[src/rtl/temporizador_irq_pkg.sv]
// Register offsets and bit positions shared by the timer peripheral.
// Imported by the top level of temporizador_irq.
package temporizador_irq_pkg;

    localparam logic [2:0] OFF_CTRL    = 3'd0;
    localparam logic [2:0] OFF_STATUS  = 3'd1;
    localparam logic [2:0] OFF_RELOAD0 = 3'd2;
    localparam logic [2:0] OFF_COUNT0  = 3'd3;
    localparam logic [2:0] OFF_RELOAD1 = 3'd4;
    localparam logic [2:0] OFF_COUNT1  = 3'd5;

    localparam int CTRL_EN0 = 0;
    localparam int CTRL_EN1 = 1;
    localparam int CTRL_IE0 = 2;
    localparam int CTRL_IE1 = 3;
    localparam int CTRL_W   = 4;

    localparam int STAT_PEND0 = 0;
    localparam int STAT_PEND1 = 1;

endpackage

[src/rtl/temporizador_irq_contador_recarga.sv]
// One 16-bit down-counter with reload value and sticky pending flag.
// Next-state pending is exported so the top can register irq from it.
module contador_recarga (
    input  logic        clk,
    input  logic        reset,
    input  logic        tick,
    input  logic        en,
    input  logic        wr_count,
    input  logic        wr_reload,
    input  logic        clr_pend,
    input  logic [15:0] wdata,
    output logic [15:0] count,
    output logic [15:0] reload,
    output logic        pend,
    output logic        pend_d,
    output logic        expire
);

    logic [15:0] count_d;

    always_comb begin
        expire  = tick & en & (count == 16'd0);
        count_d = count;
        // A CPU write beats both reload and decrement.
        if (wr_count) begin
            count_d = wdata;
        end else if (expire) begin
            count_d = reload;
        end else if (tick && en) begin
            count_d = count - 16'd1;
        end
        pend_d = pend;
        if (expire) begin
            pend_d = 1'b1;
        end else if (clr_pend) begin
            pend_d = 1'b0;
        end
    end

    always_ff @(posedge clk) begin
        if (!reset) begin
            count  <= '0;
            reload <= '0;
            pend   <= 1'b0;
        end else begin
            count <= count_d;
            pend  <= pend_d;
            if (wr_reload) begin
                reload <= wdata;
            end
        end
    end

endmodule

[src/rtl/temporizador_irq.sv]
// Memory-mapped dual down-counter timer with shared prescaler.
// irq bits IRQ0/IRQ1 feed the CPU int_e vector; int_a acknowledges.
module temporizador_irq
    import temporizador_irq_pkg::*;
#(
    parameter logic [15:0] BASE  = 16'hFF00,
    parameter int          PRESC = 8,
    parameter int          IRQ0  = 0,
    parameter int          IRQ1  = 1
) (
    input  logic        clk,
    input  logic        reset,
    input  logic [15:0] direcciones,
    input  logic [15:0] wdata,
    input  logic        we,
    output logic [15:0] rdata,
    output logic        sel,
    input  logic [7:0]  int_a,
    output logic [7:0]  irq
);

    localparam int PW = (PRESC > 1) ? $clog2(PRESC) : 1;
    localparam logic [PW-1:0] PLAST = PW'(PRESC - 1);

    logic [PW-1:0]     presc;
    logic [CTRL_W-1:0] ctrl;
    logic [CTRL_W-1:0] ctrl_d;
    logic [7:0]        irq_d;
    logic [2:0]        off;
    logic              wr;
    logic              run;
    logic              tick;
    logic              wr_status;
    logic              clr0;
    logic              clr1;
    logic [15:0]       count0;
    logic [15:0]       count1;
    logic [15:0]       reload0;
    logic [15:0]       reload1;
    logic              pend0;
    logic              pend1;
    logic              pend0_d;
    logic              pend1_d;
    logic              exp0;
    logic              exp1;
    logic              unused_bits;

    assign sel       = (direcciones[15:3] == BASE[15:3]);
    assign off       = direcciones[2:0];
    assign wr        = we & sel;
    assign run       = ctrl[CTRL_EN0] | ctrl[CTRL_EN1];
    assign tick      = run & (presc == PLAST);
    assign wr_status = wr & (off == OFF_STATUS);
    assign clr0      = int_a[IRQ0] | (wr_status & wdata[STAT_PEND0]);
    assign clr1      = int_a[IRQ1] | (wr_status & wdata[STAT_PEND1]);

    // Only the two owned acknowledge bits matter.
    assign unused_bits = ^int_a;

    contador_recarga u_t0 (
        .clk       (clk),
        .reset     (reset),
        .tick      (tick),
        .en        (ctrl[CTRL_EN0]),
        .wr_count  (wr & (off == OFF_COUNT0)),
        .wr_reload (wr & (off == OFF_RELOAD0)),
        .clr_pend  (clr0),
        .wdata     (wdata),
        .count     (count0),
        .reload    (reload0),
        .pend      (pend0),
        .pend_d    (pend0_d),
        .expire    (exp0)
    );

    contador_recarga u_t1 (
        .clk       (clk),
        .reset     (reset),
        .tick      (tick),
        .en        (ctrl[CTRL_EN1]),
        .wr_count  (wr & (off == OFF_COUNT1)),
        .wr_reload (wr & (off == OFF_RELOAD1)),
        .clr_pend  (clr1),
        .wdata     (wdata),
        .count     (count1),
        .reload    (reload1),
        .pend      (pend1),
        .pend_d    (pend1_d),
        .expire    (exp1)
    );

    always_comb begin
        ctrl_d = ctrl;
        if (exp0 && reload0 == 16'd0) begin
            ctrl_d[CTRL_EN0] = 1'b0;
        end
        if (exp1 && reload1 == 16'd0) begin
            ctrl_d[CTRL_EN1] = 1'b0;
        end
        if (wr && off == OFF_CTRL) begin
            ctrl_d = wdata[CTRL_W-1:0];
        end
        irq_d       = '0;
        irq_d[IRQ0] = pend0_d & ctrl_d[CTRL_IE0];
        irq_d[IRQ1] = pend1_d & ctrl_d[CTRL_IE1];
    end

    always_ff @(posedge clk) begin
        if (!reset) begin
            presc <= '0;
            ctrl  <= '0;
            irq   <= '0;
        end else begin
            ctrl <= ctrl_d;
            irq  <= irq_d;
            if (!run || presc == PLAST) begin
                presc <= '0;
            end else begin
                presc <= presc + PW'(1);
            end
        end
    end

    always_comb begin
        rdata = '0;
        if (sel) begin
            case (off)
                OFF_CTRL:    rdata = {12'd0, ctrl};
                OFF_STATUS:  rdata = {14'd0, pend1, pend0};
                OFF_RELOAD0: rdata = reload0;
                OFF_COUNT0:  rdata = count0;
                OFF_RELOAD1: rdata = reload1;
                OFF_COUNT1:  rdata = count1;
                default:     rdata = '0;
            endcase
        end
    end

endmodule

[config.mk]
export PLATFORM = sky130hd
export DESIGN_NAME = temporizador_irq
export DESIGN_NICKNAME = d
export VERILOG_FILES = /design/src/rtl/temporizador_irq_pkg.sv /design/src/rtl/temporizador_irq_contador_recarga.sv /design/src/rtl/temporizador_irq.sv
export SDC_FILE = /design/constraint.sdc
export NUM_CORES = 1
export LEC_CHECK = 0
export BUFFER_PORTS_ARGS = -buffer_cell sky130_fd_sc_hd__buf_2
export CAP_MARGIN = 20
export CORE_UTILIZATION = 30
export DETAILED_ROUTE_END_ITERATION = 16
export GPL_ROUTABILITY_DRIVEN = 0
export PLACE_DENSITY = 0.55
export SYNTH_ARGS = -nofsm -noshare
export SYNTH_HDL_FRONTEND = slang
export SYNTH_HIERARCHICAL = 1
export SYNTH_SLANG_ARGS = --single-unit
[constraint.sdc]
create_clock -name clk -period 3.5 [get_ports clk]
set_clock_uncertainty 0.1 [all_clocks]
set_input_delay 0.175 -clock clk [delete_from_list [all_inputs] [get_ports clk]]
set_output_delay 0.175 -clock clk [all_outputs]
set_load 0.005 [all_outputs]
-- Word-level counts from Yosys, hierarchy flattened
Index checks and enable logic that the tools add are counted.
Widths: inputs -> output; s select.
- $add $sub $neg: 3
- eq/ne operators: 7
- muxes and demuxes: 15
- bitwise logic cells: 19
- reduce and logical (&&, ||, !) cells: 17
- operator list (operator ; count):
    $mux 16 ; 7
    $pmux 16 s6 ; 1
    $logic_not 16->1 ; 4
    $sub 16x1->16 const B ; 2
    $and 1x1->1 ; 15
    $eq 13x13->1 const B ; 1
    $eq 3x3->1 const B ; 3
    $eq 3x2->1 const B ; 2
    $mux 1 ; 6
    $reduce_bool 3->1 ; 2
    $logic_and 1x1->1 ; 5
    $mux 4 ; 1
    $reduce_bool 2->1 ; 2
    $add 3x1->3 const B ; 1
    $eq 3x1->1 const B ; 1
    $logic_not 3->1 ; 1
    $or 1x1->1 ; 3
    $reduce_or 2->1 ; 1
    $logic_not 1->1 ; 1
    $logic_or 1x1->1 ; 1
    $not 1->1 ; 1
- register bits after elaboration: 81
- bits of input ports: 43
- output and inout port bits: 25
- logic and storage cells: 73

-- Longest topological paths before layout
Gate-level depths: netlist of the first run.
- depth in word-level cells: 8
- mapped depth: 12
- gate-level depth less buffers: 11

-- Cells and area by module
Netlist of the first run, hierarchy kept.
- modules (own cells, without submodules) (module ; times used ; cells each ; area an instance (µm²) ; sequential area each (µm²)):
    contador_recarga ; 2 ; 218 ; 1863.0 ; 660.6
    temporizador_irq ; 1 ; 162 ; 1280.0 ; 180.2

-- Worst setup path after synthesis of the first run
OpenSTA, ideal clock, no wires.
- kind: input to register
- start: input direcciones[4]
- end: register u_t0.reload[10]
- library setup time: 117 ps
- data arrival time: 2532 ps
- data required time: 3283 ps
- path slack: 751 ps
- stages: 8
- path buffers: 3
- cells stage by stage: or4b_1 -> or4_1 -> buf_4 -> nor4b_2 -> clkbuf_1 -> buf_1 -> mux2i_1 -> nor2b_1
- longest elaborated chain between the ends: 3
- ends and longest elaborated chain (item ; line ; source):
    from (decl) ; temporizador_irq.sv:13 ; input logic [15:0] direcciones,
    $eq 13x13->1 ; temporizador_irq.sv:48 ; assign sel = (direcciones[15:3] == BASE[15:3]);
    $and 1x1->1 ; temporizador_irq.sv:50 ; assign wr = we & sel;
    $and 1x1->1 ; temporizador_irq.sv:66 ; .wr_reload (wr & (off == OFF_RELOAD0)),
    to (signal assigned) ; temporizador_irq_contador_recarga.sv:49 ; reload <= wdata;
    to (decl) ; temporizador_irq_contador_recarga.sv:13 ; output logic [15:0] reload,
Every way passes these cells.
A chain may end at the register's enable or synchronous reset.

-- Final worst setup path of the first run
- start: register presc[0]
- end: register ctrl[0]
- longest elaborated chain between the ends: 6
- ends and longest elaborated chain (item ; line ; source):
    from (decl) ; temporizador_irq.sv:25 ; logic [PW-1:0] presc;
    from (signal assigned) ; temporizador_irq.sv:119 ; presc <= presc + PW'(1);
    $eq 3x3->1 ; temporizador_irq.sv:52 ; assign tick = run & (presc == PLAST);
    $and 1x1->1 ; temporizador_irq.sv:52 ;
    named net tick ; temporizador_irq.sv:32 ; logic tick;
    $and 1x1->1 (2 in series) ; temporizador_irq_contador_recarga.sv:22 ; expire = tick & en & (count == 16'd0);
    named net exp0 ; temporizador_irq.sv:44 ; logic exp0;
    $logic_and 1x1->1 ; temporizador_irq.sv:94 ; if (exp0 && reload0 == 16'd0) begin
    $reduce_bool 2->1 (no line) ; -- ;
    to (signal assigned) ; temporizador_irq.sv:114 ; ctrl <= ctrl_d;
    to (decl) ; temporizador_irq.sv:26 ; logic [CTRL_W-1:0] ctrl;
The timed path passes the listed nets, and every way through them passes these cells.

==> run_results.csv, run 1 <==
group,metric,value,unit
clocking,clk_pin_slew,0.06,ns
grt,antenna_found_initial,0,
sta,grt_setup_unrepaired,"no",
routing,firstDrtPassIters,5,
synthesis,async_flop_share,0,%
cells_and_area,fin_cells,858,
die,die_y,131,um
worst_setup_path,cpPeakStageDelay,0.43,ns
worst_setup_path,rrSetupSlack,0.41,ns
place,dp.cells,842,
sta,drv_slew,0,
grt,track_usage,18.5,%
synthesis,ys_seq_area_share,30.0,%
place,hpwlAfterDp,11.6,mm
grt,grt_pass1_wl,25.4,mm
pwr,power.total,0.00186,W
pwr,seqPwrFrac,45.8,%
sta,setup_viol,0,
clocking,clk_latency,0.34,ns
grt,grt_max_degree,34,
pwr,power_density,326,nW/um^2
sta,min_period,3.09,ns
worst_setup_path,crit_family,"simple AND/OR/NAND/NOR gates",
synthesis,synth_edf_count,0,
routing,drc_errors,0,
sta,worst_pin_slew,1.08,ns
sta,hold_viol,0,
clocking,clk_path_buf_depth,2,
worst_setup_path,worst_path_max_delay_cell,"o41ai_1",
status,status,"completed",
worst_setup_path,required,3.61,ns
pwr,clockPowerShare,48.6,%
pwr,p_switching,0.000424,W
pwr,irDropWorstVdd,0.222,mV
pwr,leakage,2.19,nW
worst_setup_path,path_buf_inv,1,
routing,totalWireLength,15.6,mm
routing,routed-via-count,4718,
place,io_buffers,55,
cells_and_area,syn_to_final_growth,14.3,%
sta,max_freq,324,MHz
worst_setup_path,crit_type,"register to register",
sta,fin_setup_tns,0,ns
worst_setup_path,start_kind,"register",
pwr,p_sw_share,22.7,%
sta,hold_slack,0.0696,ns
cells_and_area,diodes,0,
die,die-area,17200,sq um
sta,finalCritPeriodShare,88.2,%
grt,first_global_vias,4710,
synthesis,syn_area,5010,sq um
synthesis,yosys_most_used_dff,"dfxtp_1",
synthesis,post_synth_inst_count,598,
die,die_x,131,um
clocking,cts_buffers,9,
min_path,hp-class,"primary input to register",
cells_and_area,finalNetCount,686,
pwr,internal_power,0.00144,W
worst_setup_path,crit_fanout,5,
routing,detail_route.vias_per_cell,5.50,
clocking,cts_setup_buffers,0,
clocking,cts_tree,"yes",
routing,wl_per_cell,18.2,um
clocking,post_cts_resized,0,
worst_setup_path,path_cells,"ha_1 > ha_1 > nor2b_1 > and2_1 > nand4_1 > or2_1 > clkinv_2 > nor4b_1 > nand4_1 > o41ai_1 > o22ai_1",
clocking,ctsRootBufferMaster,"clkbuf_16",
synthesis,yosys_warnings,6,
synthesis,syn_area_per_cell,8.37,sq um
synthesis,synthDistinctLibCells,59,
die,fp-row-count,46,
cells_and_area,layout_common_cells,"dfxtp_1 (75), mux2i_1 (70), nand2_1 (56)",
worst_setup_path,end_kind,"register",
sta,max-slew-margin-rel,27.9,%
clocking,cts.sinks,75,
die,fp.coreArea,16100,sq um
synthesis,ys_ff_latch,75,
die,start_util,31.2,%
pwr,pwr-share-comb,5.6,%
flow_run,drv_cap,0,
routing,antenna_left,0,
grt,overflow,0,
clocking,cts_hold_buf,0,
cells_and_area,drive_gt1_share,15.7,%
die,io_pins,68,
clocking,ctsHtreeMaxLevel,3,
cells_and_area,layout_commonest_cell,"dfxtp_1",
routing,drtIter0Drc,591,
worst_setup_path,cp.arrival,3.19,ns
## cells in the mapped netlist, types with 4 or more instances
cell type | count | area [sq um]
nor2b_1 | 36 | 225
nand3_1 | 13 | 65.1
nand4_1 | 7 | 43.8
nor2_1 | 52 | 195
and2_1 | 8 | 50.1
o31ai_1 | 10 | 75.1
o22a_1 | 11 | 96.3
nor3_1 | 13 | 65.1
mux2i_1 | 70 | 701
buf_6 | 6 | 67.6
nor4_1 | 8 | 50.1
and3_1 | 4 | 25.0
clkbuf_1 | 21 | 78.8
nor3b_1 | 4 | 30.0
buf_2 | 5 | 25.0
or4_1 | 7 | 52.6
a22o_1 | 30 | 263
buf_4 | 7 | 52.6
a21oi_1 | 16 | 80.1
nand2_1 | 56 | 210
or3_1 | 4 | 25.0
o221ai_1 | 5 | 43.8
ha_1 | 6 | 75.1
o41ai_1 | 6 | 52.6
xnor2_1 | 10 | 87.6
inv_1 | 11 | 41.3
o21ai_0 | 26 | 130
dfxtp_1 | 75 | 1500
o21ai_1 | 16 | 80.1
## routing by layer
metal | wire length, um | share of wire, % | global-route usage [%] | vias to the layer above
met5 | 0 | 0 | 0 | -
met4 | 454 | 2.9 | 9.61 | 0
met3 | 575 | 3.7 | 2.20 | 36
met2 | 7750 | 50 | 31.8 | 142
met1 | 6850 | 44 | 22.7 | 2273
li1 | - | - | - | 2267
## power by group through the flow
stage,sequential (W),clock (W),combinational [W]
2_1_floorplan,0.000872,0,0.0000564
3_3_place_gp,0.000872,0,0.000102
3_5_place_dp,0.000873,0,0.000103
4_1_cts,0.000854,0.000930,0.000103
5_1_grt,0.000853,0.000963,0.000111
6_report,0.000854,0.000907,0.000104
## worst paths after layout
| path | start | endpoint | cells after the start |
|---|---|---|---|
| max | presc[0]$_SDFF_PP0_ | ctrl[0]$_SDFFE_PN0P_ | 11 |
| min | wdata[7] | u_t0/reload[7]$_SDFFE_PN0P_ | 3 |
| max reg2reg | presc[0]$_SDFF_PP0_ | ctrl[0]$_SDFFE_PN0P_ | 11 |
| min reg2reg | presc[0]$_SDFF_PP0_ | presc[0]$_SDFF_PP0_ | 1 |
## per-stage QoR
step	utilization [%]	instance area, sq um	worst slack (ns)
finish	35.6	5720	0.414
global route	35.6	5720	0.164
CTS	35.6	5720	0.407
floorplan	-	5020	0.751
global placement	33.8	5430	0.434
detailed placement	33.9	5440	0.416
## worst min-delay path, cell delays in order
cell and delay, ns:
buf_2 0.12, mux2i_1 0.08, nor2b_1 0.10
## state kept, by name (all words and copies together) (netlist names)
| name | cells |
|---|---|
| presc | 3 |
| u_t1/reload | 16 |
| u_t1/pend | 1 |
| u_t0/count | 16 |
| irq | 2 |
| u_t1/count | 16 |
| ctrl | 4 |
| u_t0/reload | 16 |
| u_t0/pend | 1 |
## cell families after synthesis
family                   Yosys count  synth area share (%)
other                              1                0.0749
AO/OA/AOI/OAI                    145                  20.4
XOR/XNOR                          12                  2.10
adder cells (fa/ha/maj)            6                  1.50
AND/OR/NAND/NOR                  231                  25.7
multiplexers                      71                  14.2
flip-flops                        75                  30.0
buffers and inverters             57                  5.92
## area by class of cell
cell class	instances	area [sq um]
clock buffer	11	233
inverter	13	51.3
multi-input combinational	471	3250
clock inverter	5	53.8
sequential	75	1500
tap	216	270
fill	1647	10300
timing repair buffer	67	369
(Power assumes the default switching activity.)
==> run 2, diff against run 1 <==
--- a/config.mk
+++ b/config.mk
@@ -12,4 +12,5 @@
 export GPL_ROUTABILITY_DRIVEN = 0
 export PLACE_DENSITY = 0.55
+export RECOVER_POWER = 50
 export SYNTH_ARGS = -nofsm -noshare
 export SYNTH_HDL_FRONTEND = slang
==> constraint.sdc (replaced) <==
create_clock -name clk -period 3.5 [get_ports clk]
set_clock_uncertainty 0.1 [all_clocks]
set_input_delay 0.7 -clock clk [delete_from_list [all_inputs] [get_ports clk]]
set_output_delay 0.7 -clock clk [all_outputs]
set_load 0.005 [all_outputs]
==> run_results.csv, run 2 (synthesized netlist as in run 1, its figures left out) <==
group,metric,value,unit
status,status,"completed",
cells_and_area,final_core_util,36.0,%
clocking,clk_path_buf_depth,2,
place,io_buffers,55,
place,hpwlAfterDp,11.6,mm
grt,grt_max_degree,56,
clocking,cts_tree,"yes",
cells_and_area,diodes,0,
grt,grt_pass1_wl,24.5,mm
grt,antenna_found_initial,0,
pwr,clockPowerShare,51.4,%
cells_and_area,layout_common_cells,"dfxtp_1 (75), mux2i_1 (70), nand2_1 (56)",
pwr,pwr-share-comb,5.3,%
cells_and_area,finish.instance_area,5780,sq um
sta,finalCritPeriodShare,92.2,%
cells_and_area,finalNetCount,691,
die,start_util,31.2,%
routing,totalWireLength,15.7,mm
routing,detail_route.vias_per_cell,5.51,
place,postPlaceCellArea,5490,sq um
sta,worst_pin_slew,1.32,ns
routing,wl_per_cell,18.1,um
worst_setup_path,end_kind,"primary output",
pwr,internal_power,0.00154,W
die,die-area,17200,sq um
die,die_y,131,um
die,fp-row-count,46,
routing,antenna_left,0,
routing,firstDrtPassIters,5,
sta,drv_slew,0,
die,io_pins,68,
routing,routed-via-count,4757,
worst_setup_path,crit_fanout,14,
pwr,p_sw_share,22.0,%
clocking,cts.sinks,75,
die,fp.coreArea,16100,sq um
sta,max-slew-margin-rel,12.0,%
worst_setup_path,required,2.70,ns
worst_setup_path,start_kind,"primary input",
pwr,seqPwrFrac,43.3,%
min_path,hp-class,"register to register",
clocking,clk_pin_slew,0.05,ns
clocking,ctsRootBufferMaster,"clkbuf_16",
pwr,power_density,341,nW/um^2
die,die_x,131,um
sta,min_period,3.23,ns
pwr,p_switching,0.000435,W
cells_and_area,syn_to_final_growth,15.4,%
clocking,cts_hold_buf,0,
pwr,leakage,2.21,nW
routing,drc_errors,0,
worst_setup_path,cp.arrival,2.43,ns
grt,first_global_vias,4555,
clocking,ctsHtreeMaxLevel,3,
grt,overflow,0,
sta,setup_viol,0,
sta,fin_setup_tns,0,ns
routing,drtIter0Drc,376,
sta,max_freq,310,MHz
clocking,cts_setup_buffers,0,
cells_and_area,drive_gt1_share,15.3,%
pwr,irDropWorstVdd,0.202,mV
worst_setup_path,crit_type,"primary input to primary output",
cells_and_area,layout_commonest_cell,"dfxtp_1",
grt,track_usage,18.0,%
clocking,cts_buffers,9,
sta,hold_viol,0,
flow_run,drv_cap,0,
clocking,clk_latency,0.34,ns
sta,grt_setup_unrepaired,"no",
==> run 2: changes by cell type in the layout (fill, tap and decap cells not counted), sizes merged <==
| cell | previous run | this run |
|---|---|---|
| clkbuf | 11 | 17 |
| clkinv | 6 | 4 |
| bufinv | 1 | 2 |
==> run 2: worst paths after layout <==
path	startpoint	endpoint	cells past startpoint	slack, ns
worst min register to register	presc[0]$_SDFF_PP0_	presc[0]$_SDFF_PP0_	1	0.33
worst min-delay path	presc[0]$_SDFF_PP0_	presc[0]$_SDFF_PP0_	1	0.33
worst max register to register	presc[0]$_SDFF_PP0_	ctrl[0]$_SDFFE_PN0P_	11	0.46
worst max-delay path	direcciones[4]	rdata[2]	6	0.27
==> run 2: critical path, cell delays in order <==
cell and delay, ns:
buf_2 0.10, or3_1 0.43, nor4_4 0.35, nand2_1 0.38, a21oi_1 0.30, buf_2 0.16
==> run 2: layer usage <==
metal / vias up / global-route usage [%] / wire length (um)
met1: 2319 / 22.1 / 6950
met5: - / 0 / 0
li1: 2269 / - / -
met3: 34 / 2.62 / 550
met4: 0 / 8.37 / 465
met2: 135 / 30.8 / 7690
==> run 2: power groups by stage <==
stage	Clock (W)	Sequential (W)	Combinational, W
3_5_place_dp	0	0.000873	0.000106
6_report	0.00101	0.000854	0.000104
4_1_cts	0.00103	0.000853	0.000106
3_3_place_gp	0	0.000872	0.000105
5_1_grt	0.00107	0.000853	0.000111
2_1_floorplan	0	0.000872	0.0000564
==> run 2: cell type report <==
| type | count | area (sq um) |
|---|---|---|
| inverters | 13 | 51.3 |
| multi-input cells | 471 | 3230 |
| well taps | 216 | 270 |
| repair buffers | 72 | 404 |
| flip-flops and latches | 75 | 1500 |
| clock inverters | 4 | 73.8 |
| fillers | 1660 | 10300 |
| clock buffers | 12 | 246 |
==> run 2: repair_timing <==
action | CTS | global route
endpoints found under the setup margin | 0 | 1
endpoints found under the hold margin | 0 | 0
resized for setup | 0 | 1
==> run 2: metrics by stage <==
| stage | instances | worst slack (ns) | total power (W) | hold slack, ns |
|---|---|---|---|---|
| 6_report | 863 | 0.274 | 0.00197 | 0.326 |
| 5_1_grt | 863 | 0.144 | 0.00203 | 0.356 |
| 4_1_cts | 863 | 0.286 | 0.00199 | 0.328 |
| 3_5_place_dp | 847 | 0.290 | 0.000978 | 0.319 |
| 3_3_place_gp | 846 | 0.280 | 0.000978 | 0.308 |
| 2_1_floorplan | 603 | 0.226 | 0.000929 | 0.298 |
